==> src/rtl/cpu_host_pkg.sv <==
`default_nettype none
// ============================================================================
//  Module      : cpu_host_pkg
//  Description : Shared opcodes, CPU command encodings and bridge FSM states
//                for the host-to-CPU byte bridge.
//  Revision    : 1.0 - initial release
// ============================================================================
package cpu_host_pkg;

    // Host frame opcodes
    localparam logic [7:0] c_op_reg_rd   = 8'h00;
    localparam logic [7:0] c_op_imem_wr  = 8'h01;
    localparam logic [7:0] c_op_dmem_rd  = 8'h02;
    localparam logic [7:0] c_op_dmem_wr  = 8'h03;
    localparam logic [7:0] c_op_hold_set = 8'h10;
    localparam logic [7:0] c_op_hold_clr = 8'h11;

    // CPU external command encodings; 00 doubles as the non-writing idle code
    localparam logic [1:0] c_cmd_reg_rd  = 2'b00;
    localparam logic [1:0] c_cmd_imem_wr = 2'b01;
    localparam logic [1:0] c_cmd_dmem_rd = 2'b10;
    localparam logic [1:0] c_cmd_dmem_wr = 2'b11;
    localparam logic [1:0] c_cmd_idle    = 2'b00;

    typedef enum logic [2:0] {
        ST_IDLE = 3'd0,
        ST_ADDR = 3'd1,
        ST_DATA = 3'd2,
        ST_EXEC = 3'd3,
        ST_WAIT = 3'd4,
        ST_SEND = 3'd5,
        ST_ACK  = 3'd6
    } state_t;

    // Both write commands have bit 0 set; both read commands have it clear
    function automatic logic cmd_is_write(input logic [1:0] c);
        return c[0];
    endfunction

endpackage
`default_nettype wire

==> src/rtl/cpu_host_bridge.sv <==
`default_nettype none
// ============================================================================
//  Module      : cpu_host_bridge
//  Description : Parses host byte frames into CPU register/memory commands and
//                returns ACK/ERR bytes or 4-byte read data (LSB first).
//  Revision    : 1.0 - initial release
// ============================================================================
module cpu_host_bridge
    import cpu_host_pkg::*;
#(
    parameter int         RD_LAT      = 2,
    parameter int         TIMEOUT_CYC = 65535,
    parameter logic [7:0] ACK_BYTE    = 8'hAA,
    parameter logic [7:0] ERR_BYTE    = 8'hEE
) (
    input  logic        clk,
    input  logic        reset,
    input  logic        rx_valid,
    input  logic [7:0]  rx_data,
    output logic        rx_ready,
    output logic        tx_valid,
    output logic [7:0]  tx_data,
    input  logic        tx_ready,
    output logic [1:0]  cmd,
    output logic [31:0] addr_out,
    output logic [31:0] wdata,
    input  logic [31:0] cpu_rdata,
    output logic        cpu_hold
);

    localparam int c_lat_w = $clog2(RD_LAT + 1);
    localparam int c_to_w  = (TIMEOUT_CYC > 0) ? $clog2(TIMEOUT_CYC + 1) : 1;

    state_t               r_state;
    state_t               w_next_state;
    logic                 r_live;
    logic [1:0]           r_cnt;
    logic [1:0]           r_cmd;
    logic [31:0]          r_addr;
    logic [31:0]          r_wdata;
    logic [31:0]          r_rdata;
    logic [7:0]           r_reply;
    logic                 r_hold;
    logic [c_lat_w-1:0]   r_lat;
    logic [c_to_w-1:0]    r_idle;
    logic [1:0]           w_cmd;
    logic                 w_rx_fire;
    logic                 w_tx_fire;
    logic                 w_op_mem;
    logic                 w_timeout;
    logic                 w_last_byte;

    // rx_ready stays low until the first clock after reset release (r_live)
    assign rx_ready  = r_live && (r_state == ST_IDLE || r_state == ST_ADDR ||
                                  r_state == ST_DATA);
    assign tx_valid  = (r_state == ST_SEND) || (r_state == ST_ACK);
    assign tx_data   = (r_state == ST_SEND) ? r_rdata[{r_cnt, 3'b000} +: 8] :
                       (r_state == ST_ACK)  ? r_reply : 8'h00;
    assign w_rx_fire = rx_valid && rx_ready;
    assign w_tx_fire = tx_valid && tx_ready;
    assign w_last_byte = (r_cnt == 2'd3);
    assign w_op_mem  = (rx_data == c_op_reg_rd)  || (rx_data == c_op_imem_wr) ||
                       (rx_data == c_op_dmem_rd) || (rx_data == c_op_dmem_wr);
    assign w_timeout = (TIMEOUT_CYC != 0) && !w_rx_fire &&
                       (r_state == ST_ADDR || r_state == ST_DATA) &&
                       (r_idle == c_to_w'(TIMEOUT_CYC - 1));

    assign cmd      = w_cmd;
    assign addr_out = r_addr;
    assign wdata    = r_wdata;
    assign cpu_hold = r_hold;

    // State register
    always_ff @(posedge clk or posedge reset) begin
        if (reset) r_state <= ST_IDLE;
        else       r_state <= w_next_state;
    end

    // Next-state and CPU command decode
    always_comb begin
        w_next_state = r_state;
        w_cmd        = c_cmd_idle;
        case (r_state)
            ST_IDLE: begin
                if (w_rx_fire) w_next_state = w_op_mem ? ST_ADDR : ST_ACK;
            end
            ST_ADDR: begin
                if (w_timeout)
                    w_next_state = ST_IDLE;
                else if (w_rx_fire && w_last_byte)
                    w_next_state = cmd_is_write(r_cmd) ? ST_DATA : ST_EXEC;
            end
            ST_DATA: begin
                if (w_timeout)                     w_next_state = ST_IDLE;
                else if (w_rx_fire && w_last_byte) w_next_state = ST_EXEC;
            end
            ST_EXEC: begin
                w_cmd        = r_cmd;
                w_next_state = cmd_is_write(r_cmd) ? ST_ACK : ST_WAIT;
            end
            ST_WAIT: begin
                // Read command is held until the data word has been sampled
                w_cmd = r_cmd;
                if (r_lat >= c_lat_w'(RD_LAT - 1)) w_next_state = ST_SEND;
            end
            ST_SEND: begin
                if (w_tx_fire && w_last_byte) w_next_state = ST_IDLE;
            end
            ST_ACK: begin
                if (w_tx_fire) w_next_state = ST_IDLE;
            end
            default: w_next_state = ST_IDLE;
        endcase
    end

    // Frame datapath: opcode decode, field assembly, read sampling, hold flag
    always_ff @(posedge clk or posedge reset) begin
        if (reset) begin
            r_live  <= 1'b0;
            r_cnt   <= 2'd0;
            r_cmd   <= c_cmd_idle;
            r_addr  <= 32'd0;
            r_wdata <= 32'd0;
            r_rdata <= 32'd0;
            r_reply <= 8'h00;
            r_hold  <= 1'b1;
            r_lat   <= '0;
            r_idle  <= '0;
        end else begin
            r_live <= 1'b1;
            case (r_state)
                ST_IDLE: begin
                    r_cnt  <= 2'd0;
                    r_idle <= '0;
                    if (w_rx_fire) begin
                        case (rx_data)
                            c_op_reg_rd:   r_cmd <= c_cmd_reg_rd;
                            c_op_imem_wr:  r_cmd <= c_cmd_imem_wr;
                            c_op_dmem_rd:  r_cmd <= c_cmd_dmem_rd;
                            c_op_dmem_wr:  r_cmd <= c_cmd_dmem_wr;
                            c_op_hold_set: begin
                                r_hold  <= 1'b1;
                                r_reply <= ACK_BYTE;
                            end
                            c_op_hold_clr: begin
                                r_hold  <= 1'b0;
                                r_reply <= ACK_BYTE;
                            end
                            default:       r_reply <= ERR_BYTE;
                        endcase
                    end
                end
                ST_ADDR, ST_DATA: begin
                    if (w_rx_fire) begin
                        // LSB-first bytes shift in from the top
                        if (r_state == ST_ADDR) r_addr  <= {rx_data, r_addr[31:8]};
                        else                    r_wdata <= {rx_data, r_wdata[31:8]};
                        r_cnt  <= r_cnt + 2'd1;
                        r_idle <= '0;
                    end else begin
                        r_idle <= r_idle + c_to_w'(1);
                    end
                end
                ST_EXEC: begin
                    r_reply <= ACK_BYTE;
                    r_lat   <= c_lat_w'(1);
                    if (!cmd_is_write(r_cmd) && RD_LAT == 1) r_rdata <= cpu_rdata;
                end
                ST_WAIT: begin
                    r_lat <= r_lat + c_lat_w'(1);
                    if (RD_LAT > 1 && r_lat == c_lat_w'(RD_LAT - 1)) r_rdata <= cpu_rdata;
                end
                ST_SEND: begin
                    if (w_tx_fire) r_cnt <= r_cnt + 2'd1;
                end
                default: ;
            endcase
        end
    end

endmodule
`default_nettype wire
==> config.mk <==
export PLATFORM = sky130hd
export DESIGN_NAME = cpu_host_bridge
export DESIGN_NICKNAME = d
export VERILOG_FILES = /design/src/rtl/cpu_host_pkg.sv /design/src/rtl/cpu_host_bridge.sv
export SDC_FILE = /design/constraint.sdc
export NUM_CORES = 1
export LEC_CHECK = 0
export CORE_ASPECT_RATIO = 1.5
export CORE_UTILIZATION = 45
export DETAILED_ROUTE_END_ITERATION = 8
export GPL_ROUTABILITY_DRIVEN = 0
export PLACE_DENSITY = 0.73
export SLEW_MARGIN = 15
export SYNTH_ARGS = -nofsm -noshare
export SYNTH_HDL_FRONTEND = slang
export SYNTH_SLANG_ARGS = --single-unit
==> constraint.sdc <==
create_clock -name clk -period 4.2 [get_ports clk]
set_clock_uncertainty 0.1 [all_clocks]
set_input_delay 0.84 -clock clk [delete_from_list [all_inputs] [get_ports clk]]
set_output_delay 0.84 -clock clk [all_outputs]
set_load 0.1 [all_outputs]
=== Yosys cells after proc, flatten, opt, wreduce, memory -nomap -nowiden ===
Index checks and enable logic that the tools add are counted.

* Add/subtract/negate cells: 3
* Order comparisons: 1
* Eq/ne operators: 23
* Shift-type cells: 1
* Muxes and demuxes: 26
* Bitwise logic cells: 1
* Reductions and logical operators: 35

{| class="wikitable"
|+ Operator list
! kind !! count
|-
| 16-bit one-hot mux with 2 select lines || 1
|-
| 8-bit one-hot mux with 2 select lines || 2
|-
| 32-bit by 6-bit variable part select with 8-bit output || 1
|-
| 3-bit two-way mux || 9
|-
| 8-bit two-way mux || 3
|-
| 3-bit one-hot mux with 7 select lines || 1
|-
| 3-bit AND reduction || 6
|-
| 16-bit by 1-bit adder with 16-bit output, second input constant || 1
|-
| 16-bit equality test, second input constant || 1
|-
| 8-bit by 2-bit equality test with 1-bit output, second input constant || 2
|-
| 8-bit by 5-bit equality test with 1-bit output, second input constant || 2
|-
| 16-bit two-way mux || 1
|-
| 2-bit inequality test, second input constant || 6
|-
| 3-bit equality test, second input constant || 3
|-
| 8-bit by 1-bit equality test with 1-bit output, second input constant || 1
|-
| 8-bit zero test || 1
|-
| 2-bit two-way mux || 4
|-
| 2-bit one-hot mux with 4 select lines || 1
|-
| 2-bit nonzero test || 4
|-
| 1-bit logical AND || 7
|-
| 1-bit logical OR || 7
|-
| 3-bit by 2-bit equality test with 1-bit output, second input constant || 2
|-
| 3-bit by 2-bit inequality test with 1-bit output, second input constant || 2
|-
| 2-bit one-hot mux with 3 select lines || 1
|-
| other kinds (18) || 21
|}

* Flip-flop bits (word level): 131
* Input bits: 44
* Output and inout bits: 77
* Word-level logic and storage cells: 101

=== Depth between registers and ports, before layout ===
* Depth in word-level cells: 10
* Gate-level depth with buffers: 7
* Depth with buffers taken out: 7

=== Worst setup path after synthesis ===
Ideal clock, no wire load.

* Path kind: register to output
* Start: register r_state[0]
* End: output port tx_data[1]
* Arrival: 2.582 ns
* Data required time: 3.260 ns
* Setup slack: 0.678 ns
* Stages on the path, launching flop included: 7
* Buffers on the path: 3
* Path through: dfrtp_1 buf_2 buf_2 nor2b_1 buf_2 nand2_1 a21oi_1

* Word-level cells in the longest chain between the ends: 3
* Elaborated cells between the ends (all ways): 4
* Those cells by class: eq/ne (2); mux (2)

{| class="wikitable"
|+ RTL lines
! item !! line !! text
|-
| from (decl) || cpu_host_bridge.sv:34 || <nowiki>state_t r_state;</nowiki>
|-
| from (signal assigned) || cpu_host_bridge.sv:76 || <nowiki>else r_state <= w_next_state;</nowiki>
|-
| 3-bit equality test || cpu_host_bridge.sv:58 || <nowiki>(r_state == ST_ACK) ? r_reply : 8'h00;</nowiki>
|-
| 8-bit two-way mux || cpu_host_bridge.sv:58 ||
|-
| 8-bit two-way mux (*) || cpu_host_bridge.sv:57 || <nowiki>assign tx_data = (r_state == ST_SEND) ? r_rdata[{r_cnt, 3'b000} +: 8] :</nowiki>
|-
| to (decl) || cpu_host_bridge.sv:22 || <nowiki>output logic [7:0] tx_data,</nowiki>
|}

Every way passes the cells marked *; elsewhere a longest branch is shown, timed or not.

=== Worst setup path in the final report ===
* Start: register r_state[0]
* End: output port tx_data[6]

Same word-level chain as after synthesis.

==> impl_results.md <==
* Status: finished clean
* Ports at around 120
* Min Clock Period, post-route at roughly 3.4 ns
* Worst-path fanout max at 17
* RSZ-0062 raised after global routing: no
* Crit path launch type: register
* Hold_buf cts at 0
* DRT iter0 DRCs at approximately 230
* Max-cap violation count at 0
* Final Slew Violations at 0
* Worst Setup Path Type: register to output pin
* CP Capture Type: output pin
* Final hold vios at 0
* Synth warn at 0
* Port bufs at between 100 and 150
* DPL Wire Length at about 8.3 mm
* Die Wd at slightly above 90 um
* Hold WC Path Type: register to register
* Setup TNS at 0 ns
* CTS Buf Count at 17
* Vias in the first global route at ~4000
* Required time worst endpoint at roughly 3.3 ns
* Cts repair resizes at 0
* Core ar. at between 0.01 and 0.015 mm2
* First-pass GRT wire length at around 20 mm
* Drt wl/cell at 16.6 um
* # nets final at 600
* Skew-Pair Late Insertion Delay at roughly 0.4 ns
* GRT Overall Usage at between 20% and 30%
* H-tree depth at 4
* Syn_area_per_cell at 13.1 um2
* Layout area overhead at 35.0%
* Post-Syn Area at approximately 0.0056 mm2
* Antenna Cells at 0
* Final ANT Viol Nets at 0
* Die height at 139 um
* Cell variety after synth at 54
* Via count at 3859
* Clock-pin slew on the worst setup and hold paths at approximately 0.06 ns
* TritonCTS clock tree: done
* Fin crit share at between 80% and 90%
* Syn nets at approximately 480
* Initial Utilization at between 40% and 50%
* Residual DRC at 0
* Row cnt at between 40 and 50
* Routed Wire Length at 11.9 mm
* Initial antenna violation count at 0
* Share of layout cells above drive strength 1 at about a quarter
* Main synth FF type: dfrtp_1
* Root Driver: clkbuf_16
* Final setup violation count at 0
* Flops & latches, synth at approximately 130
* Sequential share of the synthesized area at a little under three fifths
* # fillers at 930
* Achievable Freq at between 200 and 300 MHz
* Syn Inst Count at about 430
* Largest net degree at the start of global routing at ~130
* Clk buf depth at 2
* Clk sinks at ~130
* EDFF count, synth at 0
* Worst slew pin tran at approximately 1.0 ns
* Ys async rst share at between 90% and 100%
* Drt pass-1 iters at 4
* Via density at 5.38
* CP Data Arrival Time at between 2 and 3 ns
* Post-CTS setup buffers at 0
* Total gr overflow at 0
* Die area at between 0.01 and 0.015 mm2
* Slew Limit Headroom at between 30% and 40%
-- registers in the layout, indices dropped and copies added (netlist names), 2 cells and up --
name      count
r_state       3
r_cmd         2
addr_out     32
r_idle       16
r_cnt         2
wdata        32
r_lat         2
r_reply       2
r_rdata      32
-- layout by cell type (no fill, tap or decap), types with 3 or more instances in the layout --
| master | count |
|---|---|
| inv_1 | 7 |
| clkbuf_16 | 17 |
| dfrtp_1 | 124 |
| mux4_2 | 8 |
| buf_4 | 16 |
| o31ai_1 | 4 |
| nor2b_1 | 3 |
| and3_1 | 5 |
| and2_1 | 4 |
| clkinvlp_4 | 4 |
| ha_1 | 5 |
| clkdlybuf4s50_1 | 108 |
| a21oi_1 | 14 |
| mux2_2 | 57 |
| bufinv_16 | 5 |
| a31oi_1 | 4 |
| nand3_1 | 10 |
| nor2_1 | 8 |
| clkinv_4 | 3 |
| o21ai_1 | 16 |
| nand2_1 | 35 |
| nand4_1 | 6 |
| o21ai_0 | 15 |
| nand2_2 | 3 |
| mux2_1 | 39 |
-- Yosys cell counts, types with 3 or more instances --
master | instances | area share [%]
and3_1 | 5 | 0.56
nor2_1 | 8 | 0.54
ha_1 | 5 | 1.1
nand2_1 | 35 | 2.3
mux4_2 | 8 | 3.2
nand2_2 | 3 | 0.34
nor2b_1 | 3 | 0.34
o31ai_1 | 4 | 0.54
o21ai_1 | 16 | 1.4
a21oi_1 | 14 | 1.3
a31oi_1 | 4 | 0.45
nand3_1 | 10 | 0.89
nand4_1 | 6 | 0.67
inv_1 | 8 | 0.54
buf_2 | 14 | 1.3
mux2_2 | 57 | 11
o21ai_0 | 15 | 1.3
mux2_1 | 39 | 7.8
buf_4 | 4 | 0.54
dfrtp_1 | 124 | 55
and2_1 | 4 | 0.45
-- logic make-up (layout without fill, tap and decap cells) --
logic type	count (synthesis)	after routing	synth area share, %
xor gates and xnor gates	1	1	0.291
muxes	107	107	23.2
DFF	125	125	55.9
other	1	1	0.0670
buffers and inverters	29	165	2.66
adders and majority gates	6	6	1.30
AOI/OAI and AO/OA	67	67	7.37
and+or+nand+nor	92	92	9.21
-- area by class of cell --
| class | count | area [um2] | area share [%] |
|---|---|---|---|
| timing repair buffer | 125 | 1220 | 16.2 |
| inverter | 8 | 33.8 | 0.447 |
| clock inverter | 13 | 213 | 2.81 |
| clock buffer | 19 | 443 | 5.86 |
| tap | 153 | 191 | 2.53 |
| multi-input combinational | 274 | 2330 | 30.8 |
| sequential | 125 | 3130 | 41.4 |
-- stage by stage --
stage	cells	hold slack (ns)	utilization, %	instance area, um2	setup WS, ns
floorplan	428	0.339	-	5600	0.678
global placement	685	0.356	57.2	6900	1.29
detailed placement	685	0.371	57.2	6900	1.24
CTS	717	0.383	62.6	7560	0.757
global route	717	0.394	62.6	7560	0.567
finish	717	0.380	62.6	7560	0.765
-- per-layer routing --
layer	routed length, um	track usage (%)	share of wire, %	vias to the layer above
li1	-	-	-	1798
met1	4830	24.0	41	1936
met2	6420	34.4	54	102
met3	396	4.44	3.3	23
met4	281	9.47	2.4	0
met5	0	0	0	-
-- worst max-delay path: stages, from the launching register on --
cell     delay, ns
dfrtp_1       0.70
nor2b_1       0.76
nand2_1       0.13
a21oi_1       0.19
buf_4         0.31
-- path summary, 6_finish.rpt --
check	startpoint	endpoint	slack, ns	cells after the start
max	r_state[0]	tx_data[6]	0.76	4
min	r_rdata[23]	r_rdata[23]	0.38	1
max reg2reg	r_state[2]	r_state[1]	1.84	6
min reg2reg	r_rdata[23]	r_rdata[23]	0.38	1
max in group asynchronous	reset	r_idle[3]	2.62	3
min in group asynchronous	reset	addr_out[24]	0.88	3
Power is left out: the tool's default activity adds up to more than one toggle a clock period on the data nets, which glitch-free logic cannot reach.
